===== src/rtl/mem_bus_bridge_if.sv =====
// mem_bus_bridge_if: CPU-side and target-side signals of the memory bus bridge
interface mem_bus_bridge_if #(
  parameter int DATA_W  = 32,
  parameter int ADDR_W  = 32,
  parameter int NUM_DEV = 4
);
  logic                          MemRead;
  logic                          MemWrite;
  logic [ADDR_W-1:0]             MemBus_Address;
  logic [DATA_W-1:0]             MemBus_Write_Data;
  logic [DATA_W-1:0]             MemBus_Read_Data;
  logic                          Stall;
  logic                          bus_err;
  logic                          err_clr;
  logic [NUM_DEV:0]              tgt_req;
  logic                          tgt_we;
  logic [ADDR_W-1:0]             tgt_addr;
  logic [DATA_W-1:0]             tgt_wdata;
  logic [(NUM_DEV+1)*DATA_W-1:0] tgt_rdata;
  logic [NUM_DEV:0]              tgt_ready;
  modport slave (
    input  MemRead, MemWrite, MemBus_Address, MemBus_Write_Data, err_clr, tgt_rdata, tgt_ready,
    output MemBus_Read_Data, Stall, bus_err, tgt_req, tgt_we, tgt_addr, tgt_wdata
  );
  modport master (
    output MemRead, MemWrite, MemBus_Address, MemBus_Write_Data, err_clr, tgt_rdata, tgt_ready,
    input  MemBus_Read_Data, Stall, bus_err, tgt_req, tgt_we, tgt_addr, tgt_wdata
  );
endinterface


===== src/rtl/mem_bus_bridge.sv =====
// mem_bus_bridge: decodes CPU loads/stores onto RAM + peripherals with wait states, timeout and sticky error
module mem_bus_bridge #(
  parameter int                DATA_W        = 32,
  parameter int                ADDR_W        = 32,
  parameter int                NUM_DEV       = 4,
  parameter logic [ADDR_W-1:0] DEV_BASE      = 32'h40000000,
  parameter int                DEV_SPAN_LOG2 = 4,
  parameter int                TIMEOUT       = 15,
  parameter logic [DATA_W-1:0] ERR_DATA      = 32'hDEADBEEF
) (
  input logic           clk,
  input logic           reset,
  mem_bus_bridge_if.slave bus
);
  localparam int NT = NUM_DEV + 1;
  localparam int IW = $clog2(NT);
  localparam int CW = $clog2(TIMEOUT + 1);
  typedef enum logic [1:0] {IDLE, REQ, DONE, ERR} state_t;
  state_t            state_q, state_d;
  logic [IW-1:0]     idx_q, idx_d;
  logic [CW-1:0]     cnt_q, cnt_d;
  logic [ADDR_W-1:0] addr_q, addr_d, k;
  logic [DATA_W-1:0] wdata_q, wdata_d, rdata_q, rdata_d;
  logic              we_q, we_d, err_q, err_d, dec_err, req, rdy;
  always_comb begin
    k       = (bus.MemBus_Address - DEV_BASE) >> DEV_SPAN_LOG2;
    dec_err = bus.MemBus_Address >= DEV_BASE && k >= ADDR_W'(NUM_DEV);
    req     = bus.MemRead | bus.MemWrite;
    rdy     = bus.tgt_ready[idx_q];
    state_d = state_q;
    idx_d   = idx_q;
    cnt_d   = cnt_q;
    addr_d  = addr_q;
    wdata_d = wdata_q;
    rdata_d = rdata_q;
    we_d    = we_q;
    err_d   = (state_q == ERR) | (err_q & ~bus.err_clr);
    unique case (state_q)
      IDLE: begin
        cnt_d = '0;
        if (req) begin
          addr_d  = bus.MemBus_Address;
          wdata_d = bus.MemBus_Write_Data;
          we_d    = bus.MemWrite;
          idx_d   = (bus.MemBus_Address < DEV_BASE || dec_err) ? '0 : IW'(k + 1);
          state_d = dec_err ? ERR : REQ;
        end
      end
      REQ: begin
        cnt_d   = cnt_q == CW'(TIMEOUT) ? cnt_q : cnt_q + 1'b1;
        rdata_d = rdy ? bus.tgt_rdata[idx_q*DATA_W +: DATA_W] : rdata_q;
        state_d = rdy ? DONE : (cnt_d == CW'(TIMEOUT) ? ERR : REQ);
      end
      DONE, ERR: begin
        cnt_d   = '0;
        state_d = IDLE;
      end
    endcase
  end
  always_ff @(posedge clk) begin
    if (!reset) begin
      state_q <= IDLE;
      idx_q   <= '0;
      cnt_q   <= '0;
      addr_q  <= '0;
      wdata_q <= '0;
      rdata_q <= '0;
      we_q    <= 1'b0;
      err_q   <= 1'b0;
    end else begin
      state_q <= state_d;
      idx_q   <= idx_d;
      cnt_q   <= cnt_d;
      addr_q  <= addr_d;
      wdata_q <= wdata_d;
      rdata_q <= rdata_d;
      we_q    <= we_d;
      err_q   <= err_d;
    end
  end
  assign bus.Stall            = (state_q == IDLE && req) || state_q == REQ;
  assign bus.tgt_req          = state_q == REQ ? NT'(1) << idx_q : '0;
  assign bus.tgt_we           = we_q;
  assign bus.tgt_addr         = addr_q;
  assign bus.tgt_wdata        = wdata_q;
  assign bus.bus_err          = err_q;
  assign bus.MemBus_Read_Data = we_q ? '0 : state_q == DONE ? rdata_q : state_q == ERR ? ERR_DATA : '0;
endmodule

===== src/flat_wrapper.sv =====
// flat-port wrapper written by rule: the top's interface ports become plain ports
module mem_bus_bridge_flat 
#(
  parameter int                DATA_W        = 32,
  parameter int                ADDR_W        = 32,
  parameter int                NUM_DEV       = 4,
  parameter logic [ADDR_W-1:0] DEV_BASE      = 32'h40000000,
  parameter int                DEV_SPAN_LOG2 = 4,
  parameter int                TIMEOUT       = 15,
  parameter logic [DATA_W-1:0] ERR_DATA      = 32'hDEADBEEF
)
  (clk, reset, bus_MemRead, bus_MemWrite, bus_MemBus_Address, bus_MemBus_Write_Data, bus_err_clr, bus_tgt_rdata, bus_tgt_ready, bus_MemBus_Read_Data, bus_Stall, bus_bus_err, bus_tgt_req, bus_tgt_we, bus_tgt_addr, bus_tgt_wdata);
  mem_bus_bridge_if #(.DATA_W(DATA_W), .ADDR_W(ADDR_W), .NUM_DEV(NUM_DEV)) bus_i ();
  input logic clk;
  input logic reset;
  input wire logic [$bits(bus_i.MemRead)-1:0] bus_MemRead;
  input wire logic [$bits(bus_i.MemWrite)-1:0] bus_MemWrite;
  input wire logic [$bits(bus_i.MemBus_Address)-1:0] bus_MemBus_Address;
  input wire logic [$bits(bus_i.MemBus_Write_Data)-1:0] bus_MemBus_Write_Data;
  input wire logic [$bits(bus_i.err_clr)-1:0] bus_err_clr;
  input wire logic [$bits(bus_i.tgt_rdata)-1:0] bus_tgt_rdata;
  input wire logic [$bits(bus_i.tgt_ready)-1:0] bus_tgt_ready;
  output wire logic [$bits(bus_i.MemBus_Read_Data)-1:0] bus_MemBus_Read_Data;
  output wire logic [$bits(bus_i.Stall)-1:0] bus_Stall;
  output wire logic [$bits(bus_i.bus_err)-1:0] bus_bus_err;
  output wire logic [$bits(bus_i.tgt_req)-1:0] bus_tgt_req;
  output wire logic [$bits(bus_i.tgt_we)-1:0] bus_tgt_we;
  output wire logic [$bits(bus_i.tgt_addr)-1:0] bus_tgt_addr;
  output wire logic [$bits(bus_i.tgt_wdata)-1:0] bus_tgt_wdata;
  assign bus_i.MemRead = bus_MemRead;
  assign bus_i.MemWrite = bus_MemWrite;
  assign bus_i.MemBus_Address = bus_MemBus_Address;
  assign bus_i.MemBus_Write_Data = bus_MemBus_Write_Data;
  assign bus_i.err_clr = bus_err_clr;
  assign bus_i.tgt_rdata = bus_tgt_rdata;
  assign bus_i.tgt_ready = bus_tgt_ready;
  assign bus_MemBus_Read_Data = bus_i.MemBus_Read_Data;
  assign bus_Stall = bus_i.Stall;
  assign bus_bus_err = bus_i.bus_err;
  assign bus_tgt_req = bus_i.tgt_req;
  assign bus_tgt_we = bus_i.tgt_we;
  assign bus_tgt_addr = bus_i.tgt_addr;
  assign bus_tgt_wdata = bus_i.tgt_wdata;
  mem_bus_bridge #(.DATA_W(DATA_W), .ADDR_W(ADDR_W), .NUM_DEV(NUM_DEV), .DEV_BASE(DEV_BASE), .DEV_SPAN_LOG2(DEV_SPAN_LOG2), .TIMEOUT(TIMEOUT), .ERR_DATA(ERR_DATA)) u_core (.clk(clk), .reset(reset), .bus(bus_i));
endmodule

===== config.mk =====
export PLATFORM = sky130hd
export DESIGN_NAME = mem_bus_bridge_flat
export DESIGN_NICKNAME = d
export VERILOG_FILES = /design/src/rtl/mem_bus_bridge_if.sv /design/src/rtl/mem_bus_bridge.sv /design/src/flat_wrapper.sv
export SDC_FILE = /design/constraint.sdc
export NUM_CORES = 1
export LEC_CHECK = 0
export BUFFER_PORTS_ARGS = -buffer_cell sky130_fd_sc_hd__buf_2
export CAP_MARGIN = 40
export CORE_MARGIN = 4
export CORE_UTILIZATION = 34
export CTS_BUF_LIST = sky130_fd_sc_hd__clkbuf_4
export DETAILED_ROUTE_END_ITERATION = 6
export HOLD_SLACK_MARGIN = 0.15
export SYNTH_ARGS = -nofsm -noshare
export SYNTH_HDL_FRONTEND = slang
export SYNTH_SLANG_ARGS = --single-unit

===== constraint.sdc =====
create_clock -name clk -period 1.9 [get_ports clk]
set_input_delay 0.19 -clock clk [delete_from_list [all_inputs] [get_ports clk]]
set_output_delay 0.19 -clock clk [all_outputs]
set_load 0.01 [all_outputs]

==> results of run 1 <==
[worst register-to-register path: cells and delay by family (launching register included)]
| kind | cells | cell delay [ns] |
|---|---|---|
| compound gates | 2 | 0.30 |
| simple gates | 1 | 0.71 |
| fa+ha+maj | 1 | 0.17 |
| flops | 1 | 0.36 |
| buf+inv | 2 | 0.23 |
[through the flow]
step | utilization (%) | hold WS, ns | setup TNS, ns
2_1_floorplan | - | 0.326 | 0
5_1_grt | 55.5 | 0.161 | -6.43
3_3_place_gp | 46.3 | 0.431 | 0
3_5_place_dp | 46.3 | 0.438 | 0
4_1_cts | 54.4 | 0.151 | -3.09
6_report | 55.5 | 0.180 | -1.16
[what timing repair did]
| item | CTS | global route |
|---|---|---|
| resized for setup | 46 | 35 |
| hold buffers | 91 | 2 |
| buffers inserted | 8 | 11 |
| endpoints found under the setup margin | 38 | 55 |
| cloned | 4 | 2 |
| hold endpoints to repair | 97 | 2 |
| pin swaps | 3 | 9 |
[power breakdown]
group | internal [mW] | switching (mW)
clock network | 0.295 | 0.853
logic | 1.01 | 1.14
registers | 2.44 | 0.111
[Yosys cell counts (3+ instances only)]
cell,instances
sky130_fd_sc_hd__nand3_1,4
sky130_fd_sc_hd__clkbuf_1,35
sky130_fd_sc_hd__a22o_1,32
sky130_fd_sc_hd__buf_1,7
sky130_fd_sc_hd__mux4_2,32
sky130_fd_sc_hd__a21oi_2,30
sky130_fd_sc_hd__o211ai_2,30
sky130_fd_sc_hd__nor2_1,9
sky130_fd_sc_hd__mux2i_1,3
sky130_fd_sc_hd__nor4_1,5
sky130_fd_sc_hd__dfxtp_1,107
sky130_fd_sc_hd__a21oi_1,96
sky130_fd_sc_hd__and2_1,9
sky130_fd_sc_hd__inv_1,31
sky130_fd_sc_hd__or4_1,3
sky130_fd_sc_hd__o311ai_0,3
sky130_fd_sc_hd__buf_2,12
sky130_fd_sc_hd__ha_1,7
sky130_fd_sc_hd__buf_4,4
sky130_fd_sc_hd__buf_6,12
sky130_fd_sc_hd__o311ai_1,30
sky130_fd_sc_hd__nor3_1,5
sky130_fd_sc_hd__nand2_1,137
[area by class of cell]
| type | instances | area, um2 | share of cell area [%] |
|---|---|---|---|
| diodes | 1 | 2.50 | 0.0258 |
| clock buffers | 9 | 67.6 | 0.697 |
| clock inverters | 7 | 62.6 | 0.645 |
| inverters | 32 | 129 | 1.33 |
| multi-input cells | 465 | 3670 | 37.9 |
| flip-flops and latches | 107 | 2160 | 22.2 |
| well taps | 225 | 282 | 2.90 |
| repair buffers | 483 | 3320 | 34.3 |
[worst max-delay path by stage]
stage / slack [ns] / endpoint / cells after the start
after CTS: -0.11 / bus_MemBus_Read_Data[7] / 7
after global placement: 0.09 / u_core.rdata_q[0] / 4
after detailed placement: 0.09 / u_core.rdata_q[0] / 4
after global routing: -0.18 / bus_tgt_req[1] / 6
final: -0.06 / bus_tgt_req[1] / 6
after floorplan: 0.20 / u_core.rdata_q[10] / 8
[logic make-up (layout without fill, tap and decap cells)]
logic type / after synthesis / count (layout)
and+or+nand+nor: 187 / 187
AOI/OAI and AO/OA: 234 / 234
muxes: 35 / 35
xor gates and xnor gates: 2 / 2
DFF: 107 / 107
buffers and inverters: 102 / 531
adders and majority gates: 7 / 7
other: 0 / 1
[sequential cells by signal (all words and copies together), names as in the netlist]
name	cells
u_core.bus.bus_err	1
u_core.bus.tgt_addr	32
u_core.bus.tgt_wdata	32
u_core.bus.tgt_we	1
u_core.cnt_q	4
u_core.idx_q	3
u_core.rdata_q	32
u_core.state_q	2
[routing by layer]
layer | part of all wire, % | routed length (um) | track usage, %
met5 | 0 | 0 | 0
met4 | 2.5 | 596 | 7.65
met3 | 6.0 | 1460 | 3.46
met2 | 52 | 12700 | 40.3
met1 | 39 | 9490 | 27.0
==> flow_summary.html, run 1 <==
<table>
<tr><th>Metric</th><th>Value</th></tr>
<tr><th colspan="2">Clock network</th></tr>
<tr><td>Root buffer selected by CTS</td><td>sky130_fd_sc_hd__clkbuf_4</td></tr>
<tr><td>TritonCTS clock tree</td><td>done</td></tr>
<tr><td># clock sinks</td><td>107</td></tr>
<tr><td>Source-to-sink clock delay at the later pin of the worst-skew pair</td><td>about 0.5 ns</td></tr>
<tr><td>Number of H-tree levels</td><td>3</td></tr>
<tr><td>CTS Buffer Depth</td><td>2</td></tr>
<tr><td>Clock buffer count from CTS</td><td>9</td></tr>
<tr><td>Clock-pin slew on the worst setup and hold paths</td><td>0.19 ns</td></tr>
<tr><th colspan="2">Critical path</th></tr>
<tr><td>Buffers &amp; Inverters on Critical Path</td><td>4</td></tr>
<tr><td>Cells along the critical path</td><td>inv_1 &gt; ha_4 &gt; clkinvlp_4 &gt; buf_12 &gt; nor3_1 &gt; buf_2</td></tr>
<tr><td>Type of origin of the critical path</td><td>flop</td></tr>
<tr><td>Worst-case reg-to-reg path depth</td><td>6</td></tr>
<tr><td>Arrival time worst endpoint</td><td>~1.8 ns</td></tr>
<tr><td>Longest individual stage delay on the worst path</td><td>0.36 ns</td></tr>
<tr><td>Reg2reg end</td><td>u_core.rdata_q[5]</td></tr>
<tr><td>Crit. Startpoint</td><td>u_core.state_q[1]</td></tr>
<tr><td>Data required time at the worst endpoint</td><td>around 1.7 ns</td></tr>
<tr><td>Maximum net fanout on the critical path</td><td>19</td></tr>
<tr><td>Register-to-Register Setup Slack</td><td>around 0.010 ns</td></tr>
<tr><td>Critical path start-end classification</td><td>reg2out</td></tr>
<tr><td>Master of the slowest instance on the critical path</td><td>sky130_fd_sc_hd__dfxtp_2</td></tr>
<tr><td>Top cell family by delay on the critical path</td><td>buffers and inverters</td></tr>
<tr><td>Crit Reg-Reg Startpoint</td><td>u_core.state_q[1]</td></tr>
<tr><td>Critical Path End Type</td><td>output port</td></tr>
<tr><th colspan="2">Place</th></tr>
<tr><td>HPWL reported at the end of detailed placement</td><td>between 15000 and 20000 um</td></tr>
<tr><td>Routability cong.</td><td>between 0.9 and 1</td></tr>
<tr><td>Worst setup slack before clock tree synthesis</td><td>about 0.085 ns</td></tr>
<tr><td>Placed Instances</td><td>~1200</td></tr>
<tr><td># port buffers</td><td>between 300 and 400</td></tr>
<tr><td>Placed Area</td><td>between 0.008 and 0.009 mm2</td></tr>
<tr><th colspan="2">Die</th></tr>
<tr><td>Die Footprint</td><td>slightly above 0.02 mm2</td></tr>
<tr><td>Starting density of the core</td><td>roughly a third</td></tr>
<tr><td>Width of the die</td><td>about 140 um</td></tr>
<tr><td>Core outline area</td><td>0.0175 mm2</td></tr>
<tr><td>Total I/O pin count</td><td>about 340</td></tr>
<tr><td>Standard-cell row count</td><td>48</td></tr>
<tr><td>DIE HEIGHT</td><td>142 um</td></tr>
<tr><th colspan="2">Pwr</th></tr>
<tr><td>Total power</td><td>around 6 mW</td></tr>
<tr><td>Highest ir drop seen on vdd</td><td>0.431 mV</td></tr>
<tr><td>Power density cells</td><td>about 600 mW/mm2</td></tr>
<tr><td>Leakage power</td><td>about 4.2 nW</td></tr>
<tr><th colspan="2">Timing</th></tr>
<tr><td># setup viols final</td><td>35</td></tr>
<tr><td>Fmax achieved</td><td>between 0.5 and 0.6 GHz</td></tr>
<tr><td>Shortest period the worst path allows</td><td>1.96 ns</td></tr>
<tr><td>Headroom to the max-slew limit</td><td>between 60% and 70%</td></tr>
<tr><td>Hold Fails Final Rpt</td><td>0</td></tr>
<tr><td>Worst-case clock skew</td><td>between 0.02 and 0.025 ns</td></tr>
<tr><td>Setup repair after global routing missed its margin</td><td>true</td></tr>
<tr><td>Minimum setup slack in the final design</td><td>-0.0595 ns</td></tr>
<tr><td>Total count of max-transition violations in the final report</td><td>0</td></tr>
<tr><td>Final cycle utilization of the critical path</td><td>103%</td></tr>
<tr><td>Transition at the pin with the smallest max-transition slack</td><td>about 0.45 ns</td></tr>
<tr><th colspan="2">Yosys</th></tr>
<tr><td>Portion of netlist area occupied by mux cells</td><td>approximately 12%</td></tr>
<tr><td>Arithmetic-cell share of the synthesized area counting full adders, half adders and majority gates</td><td>1.43%</td></tr>
<tr><td>Most frequently used flop master after synthesis</td><td>sky130_fd_sc_hd__dfxtp_1</td></tr>
<tr><td>Post-synthesis net count</td><td>between 900 and 1000</td></tr>
<tr><td>Yosys top cell area share</td><td>between 30% and 40%</td></tr>
<tr><td>Mapped Area</td><td>between 0.006 and 0.007 mm2</td></tr>
<tr><td>Number of unique standard cell types used by synthesis</td><td>47</td></tr>
<tr><td>Share of async-settable or async-resettable flops after synthesis</td><td>0%</td></tr>
<tr><td>Mapped Avg Cell Area</td><td>9.11 um2</td></tr>
<tr><td>Main combinational cell family by area after synthesis</td><td>compound AO/OA/AOI/OAI gates</td></tr>
<tr><td>Sequential element share of the synthesized area</td><td>between 30% and 40%</td></tr>
<tr><td>Number of enable-type register cells in the synthesized netlist</td><td>0</td></tr>
<tr><td>Cell accounting for the most synthesized area</td><td>sky130_fd_sc_hd__dfxtp_1</td></tr>
<tr><td>Synth Area in Compound Gates</td><td>between 20% and 30%</td></tr>
<tr><td>Flip-flop and latch count after synthesis</td><td>around 110</td></tr>
<tr><td>Xor and xnor fraction of the mapped netlist area</td><td>less than 1%</td></tr>
<tr><td>Top cells by area in the synthesized netlist</td><td>sky130_fd_sc_hd__dfxtp_1 35%, sky130_fd_sc_hd__mux4_2 12%, sky130_fd_sc_hd__nand2_1 8.4%</td></tr>
<tr><td>Simple-gate area share of the yosys netlist</td><td>between 10% and 20%</td></tr>
<tr><td>Gate count of the mapped netlist</td><td>roughly 670</td></tr>
<tr><td>Synthesis warning total</td><td>0</td></tr>
<tr><th colspan="2">Route</th></tr>
<tr><td>Routed wire length</td><td>24300 um</td></tr>
<tr><td>Iteration count of the initial detailed-routing pass</td><td>4</td></tr>
<tr><td>Residual DRC count</td><td>0</td></tr>
<tr><td>Total vias in the final route</td><td>about 6900</td></tr>
<tr><td>Post-route antenna net violation count</td><td>0</td></tr>
<tr><td>Detailed router's first-iteration violation count</td><td>~310</td></tr>
<tr><td>Number of vias per cell</td><td>between 5 and 6</td></tr>
<tr><td>Average wire per cell in the routed design</td><td>18.3 um</td></tr>
<tr><th colspan="2">Outcome</th></tr>
<tr><td>Violated checks</td><td>negative setup slack</td></tr>
<tr><td>Outcome</td><td>complete, but fails checks</td></tr>
<tr><th colspan="2">Final layout</th></tr>
<tr><td>Most common library cell in the layout ignoring fill and taps</td><td>sky130_fd_sc_hd__buf_2</td></tr>
<tr><td>Ratio of cells with drive above 1 in the final layout</td><td>between 40 and 50%</td></tr>
<tr><td>Number of filler cells placed in the layout</td><td>about 1600</td></tr>
<tr><td>P&amp;R area growth vs syn</td><td>58.0%</td></tr>
<tr><td>Layout Cells excl Fill</td><td>1329</td></tr>
<tr><td>Area of all placed cells without fillers</td><td>approximately 0.0097 mm2</td></tr>
<tr><td>Commonest cells after routing, fill and taps aside</td><td>327 x sky130_fd_sc_hd__buf_2, 137 x sky130_fd_sc_hd__nand2_1, 102 x sky130_fd_sc_hd__dfxtp_1</td></tr>
<tr><td>Final layout net count</td><td>1339</td></tr>
<tr><th colspan="2">Flow run</th></tr>
<tr><td>Reported max-cap violation count</td><td>0</td></tr>
<tr><th colspan="2">Hold path</th></tr>
<tr><td>Worst hold path type</td><td>in2reg</td></tr>
<tr><td>Critical hold path startpoint</td><td>bus_tgt_rdata[129]</td></tr>
<tr><td>Depth of the worst hold-timing path</td><td>4</td></tr>
<tr><td>Hold worst-path end</td><td>u_core.rdata_q[1]</td></tr>
<tr><th colspan="2">Global route</th></tr>
<tr><td>Antenna violations before repair</td><td>1</td></tr>
<tr><td>Global-route wire length before repair</td><td>approximately 36000 um</td></tr>
<tr><td>Total congestion overflow</td><td>0</td></tr>
<tr><td>Maximum number of pins on one net before global-route repair</td><td>65</td></tr>
<tr><td>Vias in the first global route</td><td>just under 7000</td></tr>
<tr><td>Overall track demand over capacity in global routing</td><td>roughly 22%</td></tr>
</table>
No activity file was read; power rests on OpenSTA's default activity.
==> run 2: changes to the inputs <==
--- a/config.mk
+++ b/config.mk
@@ -7,11 +7,13 @@
 export LEC_CHECK = 0
 export BUFFER_PORTS_ARGS = -buffer_cell sky130_fd_sc_hd__buf_2
 export CAP_MARGIN = 40
-export CORE_MARGIN = 4
-export CORE_UTILIZATION = 34
+export CORE_AREA = 4 4 128 130
 export CTS_BUF_LIST = sky130_fd_sc_hd__clkbuf_4
 export DETAILED_ROUTE_END_ITERATION = 6
+export DIE_AREA = 0 0 132 134
 export HOLD_SLACK_MARGIN = 0.15
+export PLACE_DENSITY = 0.74
+export SKIP_CTS_REPAIR_TIMING = 1
 export SYNTH_ARGS = -nofsm -noshare
 export SYNTH_HDL_FRONTEND = slang
 export SYNTH_SLANG_ARGS = --single-unit
==> flow_summary.html, run 2 (synthesis results as in run 1) <==
<table>
<tr><th>Metric</th><th>Value</th></tr>
<tr><th colspan="2">Route</th></tr>
<tr><td>Residual DRC count</td><td>0 (unchanged)</td></tr>
<tr><td>Iteration count of the initial detailed-routing pass</td><td>5 (+1)</td></tr>
<tr><td>Detailed router's first-iteration violation count</td><td>429 (+40%)</td></tr>
<tr><td>Routed wire length</td><td>24500 um (+0.92%)</td></tr>
<tr><td>Total vias in the final route</td><td>7070 (+2.9%)</td></tr>
<tr><td>Post-route antenna net violation count</td><td>0 (unchanged)</td></tr>
<tr><td>Average wire per cell in the routed design</td><td>19.1 um (+4.7%)</td></tr>
<tr><td>Number of vias per cell</td><td>5.52 (+6.8%)</td></tr>
<tr><th colspan="2">Timing</th></tr>
<tr><td>Transition at the pin with the smallest max-transition slack</td><td>0.391 ns (-0.0597 ns)</td></tr>
<tr><td>Shortest period the worst path allows</td><td>1.93 ns (-0.0326 ns)</td></tr>
<tr><td>Hold Fails Final Rpt</td><td>0 (unchanged)</td></tr>
<tr><td>Setup total negative slack</td><td>-0.217 ns (+0.943 ns)</td></tr>
<tr><td>Headroom to the max-slew limit</td><td>73.8% (+4.7 points)</td></tr>
<tr><td>Worst-case clock skew</td><td>0.0240 ns (+0.000589 ns)</td></tr>
<tr><td>Setup repair after global routing missed its margin</td><td>true</td></tr>
<tr><td>Fmax achieved</td><td>0.519 GHz (+1.7%)</td></tr>
<tr><td>Total count of max-transition violations in the final report</td><td>0 (unchanged)</td></tr>
<tr><td>Worst Hold Margin</td><td>0.175 ns (-0.00460 ns)</td></tr>
<tr><td>Final cycle utilization of the critical path</td><td>101% (-1.7 points)</td></tr>
<tr><td>Minimum setup slack in the final design</td><td>-0.0269 ns (+0.0326 ns)</td></tr>
<tr><td># setup viols final</td><td>17 (-51%)</td></tr>
<tr><th colspan="2">Die</th></tr>
<tr><td>Core outline area</td><td>0.0151 mm2 (-13%)</td></tr>
<tr><td>Starting density of the core</td><td>40.5% (+5.4 points)</td></tr>
<tr><td>Standard-cell row count</td><td>45 (-6.3%)</td></tr>
<tr><td>DIE HEIGHT</td><td>134 um (-5.9%)</td></tr>
<tr><td>Width of the die</td><td>132 um (-7.3%)</td></tr>
<tr><td>Total I/O pin count</td><td>338 (unchanged)</td></tr>
<tr><td>Die Footprint</td><td>0.0177 mm2 (-13%)</td></tr>
<tr><th colspan="2">Critical path</th></tr>
<tr><td>Critical path start-end classification</td><td>reg2out</td></tr>
<tr><td>Master of the slowest instance on the critical path</td><td>sky130_fd_sc_hd__dfxtp_4</td></tr>
<tr><td>Top cell family by delay on the critical path</td><td>flip-flops</td></tr>
<tr><td>Buffers &amp; Inverters on Critical Path</td><td>2 (-2)</td></tr>
<tr><td>Cells along the critical path</td><td>ha_2 &gt; o21bai_4 &gt; buf_4 &gt; a21oi_1 &gt; buf_2</td></tr>
<tr><td>Arrival time worst endpoint</td><td>1.74 ns (-0.03 ns)</td></tr>
<tr><td>Longest individual stage delay on the worst path</td><td>0.41 ns (+0.05 ns)</td></tr>
<tr><td>Data required time at the worst endpoint</td><td>1.71 ns (about the same)</td></tr>
<tr><td>Maximum net fanout on the critical path</td><td>7 (-12)</td></tr>
<tr><td>Critical Path End Type</td><td>output port</td></tr>
<tr><td>Type of origin of the critical path</td><td>flop</td></tr>
<tr><th colspan="2">Global route</th></tr>
<tr><td>Antenna violations before repair</td><td>2 (+1)</td></tr>
<tr><td>Vias in the first global route</td><td>6296 (-8.1%)</td></tr>
<tr><td>GRT met1 Usage</td><td>27.2% (+0.23 points)</td></tr>
<tr><td>Global-route wire length before repair</td><td>32600 um (-9.6%)</td></tr>
<tr><td>Overall track demand over capacity in global routing</td><td>22.8% (+0.46 points)</td></tr>
<tr><td>Met3 GRT Util</td><td>3.94% (+0.48 points)</td></tr>
<tr><td>Met2 track demand over resource in global routing</td><td>40.9% (+0.58 points)</td></tr>
<tr><td>Maximum number of pins on one net before global-route repair</td><td>66 (+1.5%)</td></tr>
<tr><td>Layer with the highest usage</td><td>met2</td></tr>
<tr><td>Total congestion overflow</td><td>0 (unchanged)</td></tr>
<tr><th colspan="2">Final layout</th></tr>
<tr><td>P&amp;R area growth vs syn</td><td>54.0%</td></tr>
<tr><td>Area of all placed cells without fillers</td><td>0.00945 mm2 (-2.5%)</td></tr>
<tr><td>Most common library cell in the layout ignoring fill and taps</td><td>sky130_fd_sc_hd__buf_2</td></tr>
<tr><td>Core Util, Final</td><td>62.4% (+6.9 points)</td></tr>
<tr><td>Number of filler cells placed in the layout</td><td>1223 (-23%)</td></tr>
<tr><td>Final layout net count</td><td>1327 (-0.90%)</td></tr>
<tr><td>Ratio of cells with drive above 1 in the final layout</td><td>48.4% (-1.0 points)</td></tr>
<tr><td>Layout Cells excl Fill</td><td>1281 (-3.6%)</td></tr>
<tr><td>Commonest cells after routing, fill and taps aside</td><td>330 x sky130_fd_sc_hd__buf_2, 137 x sky130_fd_sc_hd__nand2_1, 102 x sky130_fd_sc_hd__dfxtp_1</td></tr>
<tr><th colspan="2">Outcome</th></tr>
<tr><td>Violated checks</td><td>negative setup slack</td></tr>
<tr><td>Outcome</td><td>complete, but fails checks</td></tr>
<tr><th colspan="2">Place</th></tr>
<tr><td>Placed Area</td><td>0.00801 mm2 (-1.0%)</td></tr>
<tr><td>HPWL reported at the end of detailed placement</td><td>16500 um (-0.45%)</td></tr>
<tr><td>Routability cong.</td><td>0.918 (-2.5%)</td></tr>
<tr><td>Placed Instances</td><td>1156 (-3.5%)</td></tr>
<tr><td># port buffers</td><td>337 (unchanged)</td></tr>
<tr><td>Worst setup slack before clock tree synthesis</td><td>0.131 ns (+0.0458 ns)</td></tr>
<tr><th colspan="2">Pwr</th></tr>
<tr><td>Total power</td><td>5.88 mW (+0.55%)</td></tr>
<tr><td>Highest ir drop seen on vdd</td><td>0.321 mV (-25%)</td></tr>
<tr><td>Leakage power</td><td>4.19 nW (-1.3%)</td></tr>
<tr><td>Power density cells</td><td>622 mW/mm2 (+3.2%)</td></tr>
<tr><th colspan="2">Flow run</th></tr>
<tr><td>Reported max-cap violation count</td><td>0 (unchanged)</td></tr>
<tr><th colspan="2">Clock network</th></tr>
<tr><td>Clock-pin slew on the worst setup and hold paths</td><td>0.18 ns (about the same)</td></tr>
<tr><td>TritonCTS clock tree</td><td>done</td></tr>
<tr><td># clock sinks</td><td>107 (unchanged)</td></tr>
<tr><td>Clock buffer count from CTS</td><td>9 (unchanged)</td></tr>
<tr><td>Source-to-sink clock delay at the later pin of the worst-skew pair</td><td>0.47 ns (-0.02 ns)</td></tr>
<tr><td>Root buffer selected by CTS</td><td>sky130_fd_sc_hd__clkbuf_4</td></tr>
<tr><td>Number of H-tree levels</td><td>3 (unchanged)</td></tr>
<tr><td>CTS Buffer Depth</td><td>2 (unchanged)</td></tr>
<tr><th colspan="2">Hold path</th></tr>
<tr><td>Worst hold path type</td><td>in2reg</td></tr>
</table>
-- run 2: changes by cell type in the layout (fill, tap and decap cells not counted), sizes merged --
cell         previous run  this run
buf                   386       385
bufbuf                  2         0
bufinv                  0         1
clkbuf                 11        15
clkinv                  4         1
clkinvlp                1         0
diode                   1         2
dlygate4sd3            93        81
inv                    34        36
-- run 2: area by class of cell --
class	count	area, um2	share of cell area (%)
Multi-Input combinational cell	465	3590	38.0
Timing Repair Buffer	471	3190	33.7
Inverter	32	125	1.32
Clock inverter	6	70.1	0.741
Sequential cell	107	2160	22.8
Antenna cell	2	5.00	0.0530
Tap cell	188	235	2.49
Clock buffer	10	75.1	0.794
-- run 2: final timing paths --
kind                            cells past startpoint                     from  slack, ns                 endpoint
worst min-delay path                                4       bus_tgt_rdata[136]       0.17        u_core.rdata_q[8]
worst max register to register                      6        u_core.state_q[1]       0.01        u_core.rdata_q[7]
worst min register to register                      2  u_core.bus.tgt_addr[15]       0.46  u_core.bus.tgt_addr[15]
worst max-delay path                                5        u_core.state_q[0]      -0.03  bus_MemBus_Read_Data[9]
-- run 2: where the power goes --
group	total (mW)	switching, mW	internal (mW)	leakage, nW
registers	2.56	0.118	2.44	0.880
clock network	1.24	0.800	0.435	0.0822
logic	2.09	1.11	0.973	3.23
-- run 2: metal layers --
metal / vias to the layer above / wire, um
met3: 79 / 1730
met1: 3307 / 9250
met2: 394 / 12600
li1: 3290 / -
met5: - / 0
met4: 0 / 879
-- run 2: worst min-delay path: cells and delay by family --
family / cells / cell delay, ns
compound gates: 3 / 0.34
buf+inv: 1 / 0.08
==> run 3: changes to the inputs <==
--- a/config.mk
+++ b/config.mk
@@ -7,12 +7,12 @@
 export LEC_CHECK = 0
 export BUFFER_PORTS_ARGS = -buffer_cell sky130_fd_sc_hd__buf_2
 export CAP_MARGIN = 40
-export CORE_AREA = 4 4 128 130
+export CORE_MARGIN = 4
+export CORE_UTILIZATION = 40
 export CTS_BUF_LIST = sky130_fd_sc_hd__clkbuf_4
 export DETAILED_ROUTE_END_ITERATION = 6
-export DIE_AREA = 0 0 132 134
 export HOLD_SLACK_MARGIN = 0.15
-export PLACE_DENSITY = 0.74
+export PLACE_DENSITY = 0.73
 export SKIP_CTS_REPAIR_TIMING = 1
 export SYNTH_ARGS = -nofsm -noshare
 export SYNTH_HDL_FRONTEND = slang
==> flow_summary.html, run 3 (synthesis results as in run 1) <==
<table>
<tr><th>Metric</th><th>Value</th></tr>
<tr><th colspan="2">Place</th></tr>
<tr><td>Routability cong.</td><td>0.929 (+1.2%)</td></tr>
<tr><td># port buffers</td><td>337 (unchanged)</td></tr>
<tr><td>Placed Instances</td><td>1158 (+0.17%)</td></tr>
<tr><td>Worst setup slack before clock tree synthesis</td><td>0.0862 ns (-0.0449 ns)</td></tr>
<tr><td>Placed Area</td><td>0.00804 mm2 (+0.34%)</td></tr>
<tr><td>HPWL reported at the end of detailed placement</td><td>16200 um (-1.7%)</td></tr>
<tr><th colspan="2">Final layout</th></tr>
<tr><td>Layout Cells excl Fill</td><td>1267 (-1.1%)</td></tr>
<tr><td>Final layout net count</td><td>1315 (-0.90%)</td></tr>
<tr><td>Area of all placed cells without fillers</td><td>0.00945 mm2 (about the same)</td></tr>
<tr><td>Core Util, Final</td><td>62.6% (+0.24 points)</td></tr>
<tr><td>Commonest cells after routing, fill and taps aside</td><td>325 x sky130_fd_sc_hd__buf_2, 137 x sky130_fd_sc_hd__nand2_1, 101 x sky130_fd_sc_hd__dfxtp_1</td></tr>
<tr><td>Most common library cell in the layout ignoring fill and taps</td><td>sky130_fd_sc_hd__buf_2</td></tr>
<tr><td>Diodes inserted</td><td>0 (-2)</td></tr>
<tr><td>P&amp;R area growth vs syn</td><td>54.0% (about the same)</td></tr>
<tr><td>Ratio of cells with drive above 1 in the final layout</td><td>50.4% (+2.0 points)</td></tr>
<tr><th colspan="2">Timing</th></tr>
<tr><td>Fmax achieved</td><td>0.520 GHz (+0.19%)</td></tr>
<tr><td># setup viols final</td><td>7 (-10)</td></tr>
<tr><td>Final cycle utilization of the critical path</td><td>101% (-0.19 points)</td></tr>
<tr><td>Transition at the pin with the smallest max-transition slack</td><td>0.412 ns (+0.0210 ns)</td></tr>
<tr><td>Total count of max-transition violations in the final report</td><td>0 (unchanged)</td></tr>
<tr><td>Shortest period the worst path allows</td><td>1.92 ns (-0.00368 ns)</td></tr>
<tr><td>Hold Fails Final Rpt</td><td>0 (unchanged)</td></tr>
<tr><td>Setup repair after global routing missed its margin</td><td>true</td></tr>
<tr><td>Worst-case clock skew</td><td>0.0133 ns (-0.0107 ns)</td></tr>
<tr><td>Headroom to the max-slew limit</td><td>72.4% (-1.4 points)</td></tr>
<tr><td>Minimum setup slack in the final design</td><td>-0.0232 ns (+0.00368 ns)</td></tr>
<tr><th colspan="2">Critical path</th></tr>
<tr><td>Reg2reg end</td><td>u_core.rdata_q[1]</td></tr>
<tr><td>Crit. Startpoint</td><td>u_core.state_q[0]</td></tr>
<tr><td>CP Capture Point</td><td>bus_MemBus_Read_Data[21]</td></tr>
<tr><td>Register-to-Register Setup Slack</td><td>0.05 ns (+0.04 ns)</td></tr>
<tr><td>Critical Path End Type</td><td>output port</td></tr>
<tr><td>Crit Reg-Reg Startpoint</td><td>u_core.state_q[1]</td></tr>
<tr><td>Arrival time worst endpoint</td><td>1.73 ns (about the same)</td></tr>
<tr><td>Critical path start-end classification</td><td>reg2out</td></tr>
<tr><td>Worst-case reg-to-reg path depth</td><td>6 (unchanged)</td></tr>
<tr><td>Data required time at the worst endpoint</td><td>1.71 ns (about the same)</td></tr>
<tr><td>Maximum net fanout on the critical path</td><td>9 (+2)</td></tr>
<tr><td>Type of origin of the critical path</td><td>flop</td></tr>
<tr><th colspan="2">Die</th></tr>
<tr><td>Total I/O pin count</td><td>338 (unchanged)</td></tr>
<tr><td>Standard-cell row count</td><td>45 (unchanged)</td></tr>
<tr><td>Die Footprint</td><td>0.0174 mm2 (-1.7%)</td></tr>
<tr><td>Starting density of the core</td><td>40.7% (+0.15 points)</td></tr>
<tr><td>Width of the die</td><td>132 um (-0.10%)</td></tr>
<tr><td>DIE HEIGHT</td><td>132 um (-1.6%)</td></tr>
<tr><td>Core outline area</td><td>0.0151 mm2 (-0.37%)</td></tr>
<tr><th colspan="2">Route</th></tr>
<tr><td>Total vias in the final route</td><td>6821 (-3.5%)</td></tr>
<tr><td>Number of vias per cell</td><td>5.38 (-2.5%)</td></tr>
<tr><td>Routed wire length</td><td>23200 um (-5.3%)</td></tr>
<tr><td>Average wire per cell in the routed design</td><td>18.3 um (-4.3%)</td></tr>
<tr><td>Post-route antenna net violation count</td><td>0 (unchanged)</td></tr>
<tr><td>Iteration count of the initial detailed-routing pass</td><td>7 (+2)</td></tr>
<tr><td>Detailed router's first-iteration violation count</td><td>366 (-15%)</td></tr>
<tr><td>Residual DRC count</td><td>1 (+1)</td></tr>
<tr><th colspan="2">Global route</th></tr>
<tr><td>Overall track demand over capacity in global routing</td><td>22.8% (about the same)</td></tr>
<tr><td>Vias in the first global route</td><td>6321 (+0.40%)</td></tr>
<tr><td>Antenna violations before repair</td><td>0 (-2)</td></tr>
<tr><td>Total congestion overflow</td><td>0 (unchanged)</td></tr>
<tr><td>Maximum number of pins on one net before global-route repair</td><td>66 (unchanged)</td></tr>
<tr><td>Global-route wire length before repair</td><td>32400 um (-0.78%)</td></tr>
<tr><th colspan="2">Clock network</th></tr>
<tr><td>Source-to-sink clock delay at the later pin of the worst-skew pair</td><td>0.46 ns (about the same)</td></tr>
<tr><td>Clock-pin slew on the worst setup and hold paths</td><td>0.16 ns (-0.02 ns)</td></tr>
<tr><td># clock sinks</td><td>107 (unchanged)</td></tr>
<tr><td>Clock buffer count from CTS</td><td>9 (unchanged)</td></tr>
<tr><td>CTS Buffer Depth</td><td>2 (unchanged)</td></tr>
<tr><td>TritonCTS clock tree</td><td>done</td></tr>
<tr><td>Number of H-tree levels</td><td>3 (unchanged)</td></tr>
<tr><td>Root buffer selected by CTS</td><td>sky130_fd_sc_hd__clkbuf_4</td></tr>
<tr><th colspan="2">Outcome</th></tr>
<tr><td>Outcome</td><td>complete, but fails checks</td></tr>
<tr><td>Violated checks</td><td>design-rule violations, negative setup slack</td></tr>
<tr><th colspan="2">Pwr</th></tr>
<tr><td>Power density cells</td><td>621 mW/mm2 (-0.25%)</td></tr>
<tr><td>Highest ir drop seen on vdd</td><td>0.340 mV (+5.8%)</td></tr>
<tr><td>Leakage power</td><td>4.15 nW (-0.91%)</td></tr>
<tr><th colspan="2">Flow run</th></tr>
<tr><td>Reported max-cap violation count</td><td>0 (unchanged)</td></tr>
<tr><th colspan="2">Hold path</th></tr>
<tr><td>Worst hold path type</td><td>in2reg</td></tr>
</table>
[run 3: worst min path at each step]
stage                                         from                       to  slack (ns)  cells after the start
final                           bus_tgt_rdata[151]       u_core.rdata_q[23]        0.18                      4
after global routing            bus_tgt_rdata[155]       u_core.rdata_q[27]        0.15                      4
after CTS                 bus_MemBus_Write_Data[5]  u_core.bus.tgt_wdata[5]       -0.10                      3
after detailed placement  bus_MemBus_Write_Data[5]  u_core.bus.tgt_wdata[5]        0.44                      3
after global placement    bus_MemBus_Write_Data[2]  u_core.bus.tgt_wdata[2]        0.43                      3
after floorplan              bus_MemBus_Address[0]   u_core.bus.tgt_addr[0]        0.33                      2
[run 3: power breakdown]
group | switching, mW | internal, mW
registers | 0.115 | 2.44
logic | 1.12 | 0.998
clock network | 0.768 | 0.421
total | 2.01 | 3.86
[run 3: cell type report]
cell class              instances  area, um2
repair buffers                459       3100
well taps                     188        235
multi-input cells             465       3690
inverters                      32        128
fillers                      1284       5640
clock inverters                 6       63.8
flip-flops and latches        107       2160
clock buffers                  10       75.1
[run 3: layer usage]
| layer | up-vias | track usage (%) | share of wire (%) |
|---|---|---|---|
| li1 | 3263 | - | - |
| met2 | 305 | 39.6 | 53 |
| met1 | 3204 | 28.1 | 39 |
| met5 | - | 0 | 0 |
| met4 | 0 | 9.10 | 2.9 |
| met3 | 49 | 3.93 | 5.7 |
[run 3: worst max-delay path, cell delays in order, from the launching register on]
cell and delay, ns:
sky130_fd_sc_hd__dfxtp_4 0.44, sky130_fd_sc_hd__inv_4 0.06, sky130_fd_sc_hd__ha_4 0.17, sky130_fd_sc_hd__buf_4 0.20
sky130_fd_sc_hd__a21oi_2 0.24, sky130_fd_sc_hd__buf_2 0.17
[run 3: metrics by stage]
stage | TNS [ns] | hold WS (ns) | power [mW]
after floorplan | 0 | 0.326 | 3.52
after global placement | 0 | 0.430 | 4.30
after detailed placement | 0 | 0.435 | 4.32
after CTS | -7.98 | -0.100 | 5.51
after global routing | -2.47 | 0.152 | 6.19
final | -0.0697 | 0.180 | 5.87
